$ cat src/rtl/wb_arbiter.sv
// Write-back arbiter: merges the W-stage result with a 4-entry in-order MDU result FIFO.
// Optional commit trace is enabled by defining WB_TRACE_EN.
module wb_arbiter (
    input  logic        clk,
    input  logic        reset,
    input  logic        pipe_we,
    input  logic [4:0]  pipe_addr,
    input  logic [31:0] pipe_data,
    input  logic [31:0] pipe_pc,
    input  logic        mdu_valid,
    output logic        mdu_ready,
    input  logic [4:0]  mdu_addr,
    input  logic [31:0] mdu_data,
    input  logic [31:0] mdu_pc,
    output logic        RegWrite,
    output logic [4:0]  A3,
    output logic [31:0] WD,
    output logic [31:0] PC_W,
    output logic [31:0] pending,
    output logic [2:0]  fifo_cnt
);

    localparam int unsigned Depth = 4;

    logic [4:0]       addr_q [Depth];
    logic [31:0]      data_q [Depth];
    logic [31:0]      pc_q   [Depth];
    logic [Depth-1:0] live_q, live_d;
    logic [1:0]       rd_ptr_q, wr_ptr_q;
    logic [2:0]       cnt_q, cnt_d;

    logic             pipe_take, pop, push;
    logic             we_d;
    logic [4:0]       a3_d;
    logic [31:0]      wd_d, pc_d;

    assign mdu_ready = reset && (cnt_q < 3'd4);
    assign pipe_take = pipe_we && (pipe_addr != 5'd0);
    assign pop       = !pipe_take && (cnt_q != 3'd0);
    // $0 results complete the handshake but are never queued.
    assign push      = mdu_valid && mdu_ready && (mdu_addr != 5'd0);
    assign fifo_cnt  = cnt_q;

    // A pipe write is younger than every queued entry, so it kills matching ones;
    // a same-edge push is younger still and lands live.
    always_comb begin
        live_d = live_q;
        if (pipe_take) begin
            for (int unsigned i = 0; i < Depth; i++) begin
                if (addr_q[i] == pipe_addr) begin
                    live_d[i] = 1'b0;
                end
            end
        end
        if (pop) begin
            live_d[rd_ptr_q] = 1'b0;
        end
        if (push) begin
            live_d[wr_ptr_q] = 1'b1;
        end
    end

    always_comb begin
        cnt_d = cnt_q;
        case ({push, pop})
            2'b10:   cnt_d = cnt_q + 3'd1;
            2'b01:   cnt_d = cnt_q - 3'd1;
            default: cnt_d = cnt_q;
        endcase
    end

    always_comb begin
        we_d = 1'b0;
        a3_d = A3;
        wd_d = WD;
        pc_d = PC_W;
        if (pipe_take) begin
            we_d = 1'b1;
            a3_d = pipe_addr;
            wd_d = pipe_data;
            pc_d = pipe_pc;
        end else if (pop) begin
            // Dead entries burn the pop cycle without a write.
            we_d = live_q[rd_ptr_q];
            if (live_q[rd_ptr_q]) begin
                a3_d = addr_q[rd_ptr_q];
                wd_d = data_q[rd_ptr_q];
                pc_d = pc_q[rd_ptr_q];
            end
        end
    end

    always_comb begin
        pending = '0;
        for (int unsigned i = 0; i < Depth; i++) begin
            if (live_q[i]) begin
                pending[addr_q[i]] = 1'b1;
            end
        end
    end

    always_ff @(posedge clk) begin
        if (!reset) begin
            RegWrite <= 1'b0;
            A3       <= 5'd0;
            WD       <= 32'd0;
            PC_W     <= 32'd0;
            live_q   <= '0;
            rd_ptr_q <= 2'd0;
            wr_ptr_q <= 2'd0;
            cnt_q    <= 3'd0;
        end else begin
            RegWrite <= we_d;
            A3       <= a3_d;
            WD       <= wd_d;
            PC_W     <= pc_d;
            live_q   <= live_d;
            cnt_q    <= cnt_d;
            if (pop) begin
                rd_ptr_q <= rd_ptr_q + 2'd1;
            end
            if (push) begin
                wr_ptr_q <= wr_ptr_q + 2'd1;
            end
        end
    end

    // Payload needs no reset; live bits gate its visibility.
    always_ff @(posedge clk) begin
        if (reset && push) begin
            addr_q[wr_ptr_q] <= mdu_addr;
            data_q[wr_ptr_q] <= mdu_data;
            pc_q[wr_ptr_q]   <= mdu_pc;
        end
    end

`ifdef WB_TRACE_EN
    always_ff @(posedge clk) begin
        if (reset && we_d) begin
            $display("%0t@%h: $%0d <= %h", $time, pc_d, a3_d, wd_d);
        end
    end
`else
    // Untraced build: no simulation output.
`endif

endmodule

$ cat config.mk
export PLATFORM = sky130hd
export DESIGN_NAME = wb_arbiter
export DESIGN_NICKNAME = d
export VERILOG_FILES = /design/src/rtl/wb_arbiter.sv
export SDC_FILE = /design/constraint.sdc
export NUM_CORES = 1
export LEC_CHECK = 0
export ABC_AREA = 1
export BUFFER_PORTS_ARGS = -buffer_cell sky130_fd_sc_hd__buf_2
export CORE_MARGIN = 2
export CORE_UTILIZATION = 45
export DETAILED_ROUTE_END_ITERATION = 8
export PLACE_DENSITY_LB_ADDON = 0.25
export SKIP_CTS_REPAIR_TIMING = 1
export SLEW_MARGIN = 20
export SYNTH_ARGS = -nofsm -noshare
export SYNTH_HDL_FRONTEND = slang
export SYNTH_SLANG_ARGS = --single-unit
$ cat constraint.sdc
create_clock -name clk -period 2.49 [get_ports clk]
set_clock_uncertainty 0.05 [all_clocks]
set_input_delay 0.249 -clock clk [delete_from_list [all_inputs] [get_ports clk]]
set_output_delay 0.249 -clock clk [all_outputs]
set_load 0.02 [all_outputs]
# --- After elaboration in Yosys (flattened, before gate mapping) ---
# Memories as Yosys holds them, arrays and structs flattened. A register that Yosys moved wholly into a read port is not among the register bits.
# Index checks and enable logic that the tools add are counted.
# W data, S select, Z words.
totals:
  ramBits: 276
  output_inout_bits: 106
  register_bits: 81
  wordCells: 105
  in_bits: 142
  mem_count: 3
mem_list:
  columns: ["name", "depth", "width", "read_ports", "rd_ports_with_merged_regs", "write_ports", "line_no", "text"]
  rows:
  - ["data_q", 4, 32, 1, 1, 1, "26", "logic [31:0] data_q [Depth];"]
  - ["pc_q", 4, 32, 1, 1, 1, "27", "logic [31:0] pc_q [Depth];"]
  - ["addr_q", 4, 5, 5, 1, 1, "25", "logic [4:0] addr_q [Depth];"]
classes:
  order_cmp: 13
  bitwise_logic: 6
  add_sub_neg: 4
  muxes: 45
  n_eq_ne: 6
  n_reduce_logical: 20
ops:
  columns: ["op", "count"]
  rows:
  - ["$mux W32", 10]
  - ["$or A32 B32 Y32", 3]
  - ["$lt A5 B6 Y1 const B", 4]
  - ["$demux W1 S5", 4]
  - ["$eq A5 B5 Y1", 4]
  - ["$ge A5 B1 Y1 const B", 4]
  - ["$mux W1", 15]
  - ["$mux W5", 3]
  - ["$logic_and A1 B1 Y1", 12]
  - ["$mux W2", 6]
  - ["$mux W4", 3]
  - ["$reduce_bool A5 Y1", 2]
  - ["$lt A2 B3 Y1 const B", 2]
  - ["$pmux W3 S2", 1]
  - ["$reduce_bool A2 Y1", 3]
  - ["$add A2 B1 Y2 const B", 2]
  - ["$and A4 B4 Y4", 1]
  - ["$demux W1 S2", 2]
  - ["$ge A2 B1 Y1 const B", 2]
  - ["$not A4 Y4", 1]
  - ["$or A4 B4 Y4", 1]
  - ["$add A3 B1 Y3 const B", 1]
  - ["$lt A3 B3 Y1 const B", 1]
  - ["$reduce_bool A3 Y1", 1]
  - ["other kinds (6)", 6]

# --- Logic depth before layout (Yosys ltp) ---
depth:
  ltp_word: 11
  mapped_depth: 14
  depth_no_buf: 12

# --- Worst setup path before layout ---
# OpenSTA, ideal clock, no wires.
synth_path:
  kind: "register to register"
  from: "register cnt_q[2] (netlist: fifo_cnt[2])"
  to: "memory addr_q[0][0], enable pin"
  path_buffers: 0
  t_required_ns: 2.017
  synth_period_minus_slack_ns: 2.733
  setup_time_ns: 0.423
  arrival_ns: 2.260
  path_slack_ns: -0.243
  path_stages_with_launch: 7
  path_cell_list: "dfxtp_1 > inv_1 > and3_1 > nand2_1 > inv_1 > nand2_1 > inv_1"
synth_via:
  elab_chain_cells: 7
synth_rtl:
  columns: ["element", "line_no", "text"]
  rows:
  - ["from (decl)", "30", "logic [2:0] cnt_q, cnt_d;"]
  - ["from (signal assigned)", "118", "cnt_q <= cnt_d;"]
  - ["$lt A3 B3 Y1", "37", "assign mdu_ready = reset && (cnt_q < 3'd4);"]
  - ["$logic_and A1 B1 Y1", "37", null]
  - ["$logic_and A1 B1 Y1 (2 in series)", "41", "assign push = mdu_valid && mdu_ready && (mdu_addr != 5'd0);"]
  - ["$logic_and A1 B1 Y1", "130", "if (reset && push) begin"]
  - ["$mux W1", "130", null]
  - ["$mux W1 (not written as such)", "131", "addr_q[wr_ptr_q] <= mdu_addr;"]
  - ["to (decl)", "25", null]
# No other way between the ends.

==> results.sh <==
export IMPL_grtUsageMet1=0.2827
export IMPL_synth_warnings=0
export IMPL_crit_path_end_kind="output port"
export IMPL_synth_most_common_cell="nor2_1"
export IMPL_met3_usage=0.04464
export IMPL_start_util=0.4533
export IMPL_rr_endpoint="pc_q[1][5]$_DFFE_PP_"
export IMPL_min_path_type="input port to flop"
export IMPL_gr_usage_met2=0.3873
export IMPL_yosys_area_top_type_share=0.5333
export IMPL_rsz0062_at_grt="no"
export IMPL_overflow=0
export IMPL_routed_via_density=5.268
export IMPL_worst_slew_pin_slew_ns=0.7445
export IMPL_holdWs_ns=-0.01556
export IMPL_place_inst=2188
export IMPL_postSynthAreaPerCell_um2=10.05
export IMPL_reg2regPathDepth=7
export IMPL_violations="hold timing"
export IMPL_fin_crit_ns=2.393
export IMPL_worst_r2r_setup_slack_ns=0.32
export IMPL_synth_seq_cells=359
export IMPL_setup_viol=0
export IMPL_rows=68
export IMPL_drt_pass1_iterations=8
export IMPL_port_buffers=247
export IMPL_crit_type="flop to output port"
export IMPL_antenna_found_initial=2
export IMPL_synth_cell_types=32
export IMPL_drive_gt1_frac=0.1861
export IMPL_clk_pin_slew_ns=0.06
export IMPL_synth_cells=1547
export IMPL_routed_wl_um=41140
export IMPL_cp_arrival_ns=2.09
export IMPL_die_w_um=189.8
export IMPL_crit_fanout=8
export IMPL_drv_slew=0
export IMPL_grt_max_degree=99
export IMPL_die_h_um=189.8
export IMPL_required_ns=2.19
export IMPL_hold_viol=14
export IMPL_cts_tree="yes"
export IMPL_p_leak_nw=7.543
export IMPL_ios=248
export IMPL_worstSkewPairLatency_ns=0.52
export IMPL_vdd_drop_max_uv=585.9
export IMPL_wl_per_cell_um=17.67
export IMPL_cts_buffer_depth=3
export IMPL_ys_flop_type="edfxtp_1"
export IMPL_seq_area_um2=9953
export IMPL_critPathCapture="pending[14]"
export IMPL_synth_seq_area_share=0.6402
export IMPL_cts_root_buf="clkbuf_16"
export IMPL_gp_congestion=0.9525
export IMPL_areaGrowthSynthToFinish_pct=22.87
export IMPL_syn_area_um2=15540
export IMPL_max_cap_violations=0
export IMPL_cts_sinks=359
export IMPL_synthArstFlopShare=0
export IMPL_grt_pass1_vias=11510
export IMPL_period_share=0.9611
export IMPL_nFillCells=2989
export IMPL_synth_area_leaders="edfxtp_1, dfxtp_1, nor2_1, o21ai_0, nand2_1"
export IMPL_route_vias_total=12260
export IMPL_reg2reg_from="fifo_cnt[2]$_SDFFE_PN0P_"
export IMPL_powerDensity_nw_per_um2=915.8
export IMPL_fin_cells=2328
export IMPL_grtUsageTotal=0.2224
export IMPL_synth_largest_area_cell="edfxtp_1"
export IMPL_h_tree_depth=2
export IMPL_max_slew_margin_rel=0.5036
export IMPL_ant_nets=0
export IMPL_fmax_mhz=417.8
export IMPL_hpwl_um=25640
export IMPL_synth_edf_count=276
export IMPL_multi_input_area_um2=4946
export IMPL_cp_start_kind="flop"
export IMPL_final_nets=1994
export IMPL_drcViolationCount=0
export IMPL_grt_pass1_wl_um=63250
export IMPL_synth_nets=1699
export IMPL_final_setup_tns_ns=0
export IMPL_status="finished, violations left"
export IMPL_grt_busiest_layer="met2"
export IMPL_synth_common_cells="nor2_1, edfxtp_1, nand2_1"
export IMPL_drtIter0Drc=927
export IMPL_core_area_um2=34290
export IMPL_cts_buffers=37
export IMPL_critPathLaunch="addr_q[1][0]$_DFFE_PP_"
export IMPL_dieArea_um2=36040
==> routing by layer <==
layer  up-vias  part of all wire
met5         -                 0
met4         0             0.020
met2       425              0.50
met1      5793              0.42
li1       5968                 -
met3        78             0.062
==> metrics by stage <==
step | util | power (mW) | setup slack, ns | area, µm²
4_1_cts | 0.5363 | 17.55 | 0.1336 | 18390
6_report | 0.5569 | 17.49 | 0.09679 | 19100
5_1_grt | 0.5568 | 18.48 | 0.008510 | 19090
3_3_place_gp | 0.5006 | 11.93 | 0.2711 | 17160
2_1_floorplan | - | 10.58 | 0.02813 | 15560
3_5_place_dp | 0.5006 | 12.01 | 0.2657 | 17160
==> cell usage in the layout (no fill, tap or decap) <==
cell,synthesis,final
a21oi_1,14,14
and3_1,1,1
buf_12,2,6
buf_2,36,247
buf_4,5,20
bufinv_16,0,3
clkbuf_1,37,13
clkbuf_16,0,39
clkbuf_8,0,5
clkinv_1,1,4
clkinv_2,0,3
clkinvlp_4,0,6
dfxtp_1,83,82
dfxtp_4,0,1
diode_2,0,3
dlygate4sd3_1,0,70
edfxtp_1,276,276
fa_1,1,1
ha_1,9,9
inv_1,40,36
inv_2,3,1
inv_4,1,1
inv_6,0,1
nand2_1,261,261
nand2_2,12,11
nand2_4,0,1
nand3_1,63,63
nand3_2,2,2
nor2_1,339,339
nor2_2,1,1
nor3_1,1,1
o211ai_1,10,10
o21ai_0,219,219
o21ai_1,50,50
o221ai_1,32,32
o22a_1,31,31
o22ai_1,1,1
xnor2_1,4,4
xor2_1,5,5
==> power breakdown <==
part / switching, mW / total, mW / internal, mW
Clock: 2.17 / 5.51 / 3.34
Sequential: 0.290 / 7.30 / 7.01
Combinational: 3.14 / 4.67 / 1.53
==> cell families after synthesis <==
group,share of synthesized area
AND/OR/NAND/NOR,0.1724
AO/OA/AOI/OAI,0.1319
flip-flops,0.6402
adder cells (fa/ha/maj),0.008534
XOR/XNOR,0.005072
buffers and inverters,0.04186
==> layout make-up <==
cell class | count | area share
timing repair buffer | 343 | 0.1156
clock buffer | 57 | 0.05727
clock inverter | 10 | 0.006814
antenna | 3 | 0.0003931
sequential | 359 | 0.5212
tap | 455 | 0.02981
inverter | 45 | 0.009894
multi-input combinational | 1056 | 0.2590
==> critical path, stage by stage, from the launching register on <==
cell,delay (ns)
edfxtp_1,0.43
inv_1,0.14
nand3_1,0.37
o22a_1,0.36
o221ai_1,0.08
buf_2,0.20
==> worst min-delay path by stage <==
stage                     depth (start not counted)  slack, ns                startpoint                       end
final                                             5      -0.02             pipe_data[27]       WD[27]$_SDFFE_PN0P_
after global routing                              5      0.001             pipe_data[15]       WD[15]$_SDFFE_PN0P_
after CTS                                         1      -0.13                 mdu_pc[8]      pc_q[1][8]$_DFFE_PP_
after detailed placement                          1       0.42              mdu_data[10]   data_q[2][10]$_DFFE_PP_
after global placement                            1       0.41  fifo_cnt[0]$_SDFFE_PN0P_  fifo_cnt[0]$_SDFFE_PN0P_
after floorplan                                   0       0.30               mdu_addr[0]    addr_q[0][0]$_DFFE_PP_
==> state kept, by name, indices dropped and copies added, names as in the netlist, 2 cells and up, named ones only <==
register	cells
live_q	4
PC_W	32
rd_ptr_q	2
wr_ptr_q	2
A3	5
fifo_cnt	3
pc_q	128
data_q	128
addr_q	20
WD	32
Note: power is estimated with default switching activity, not from simulation.
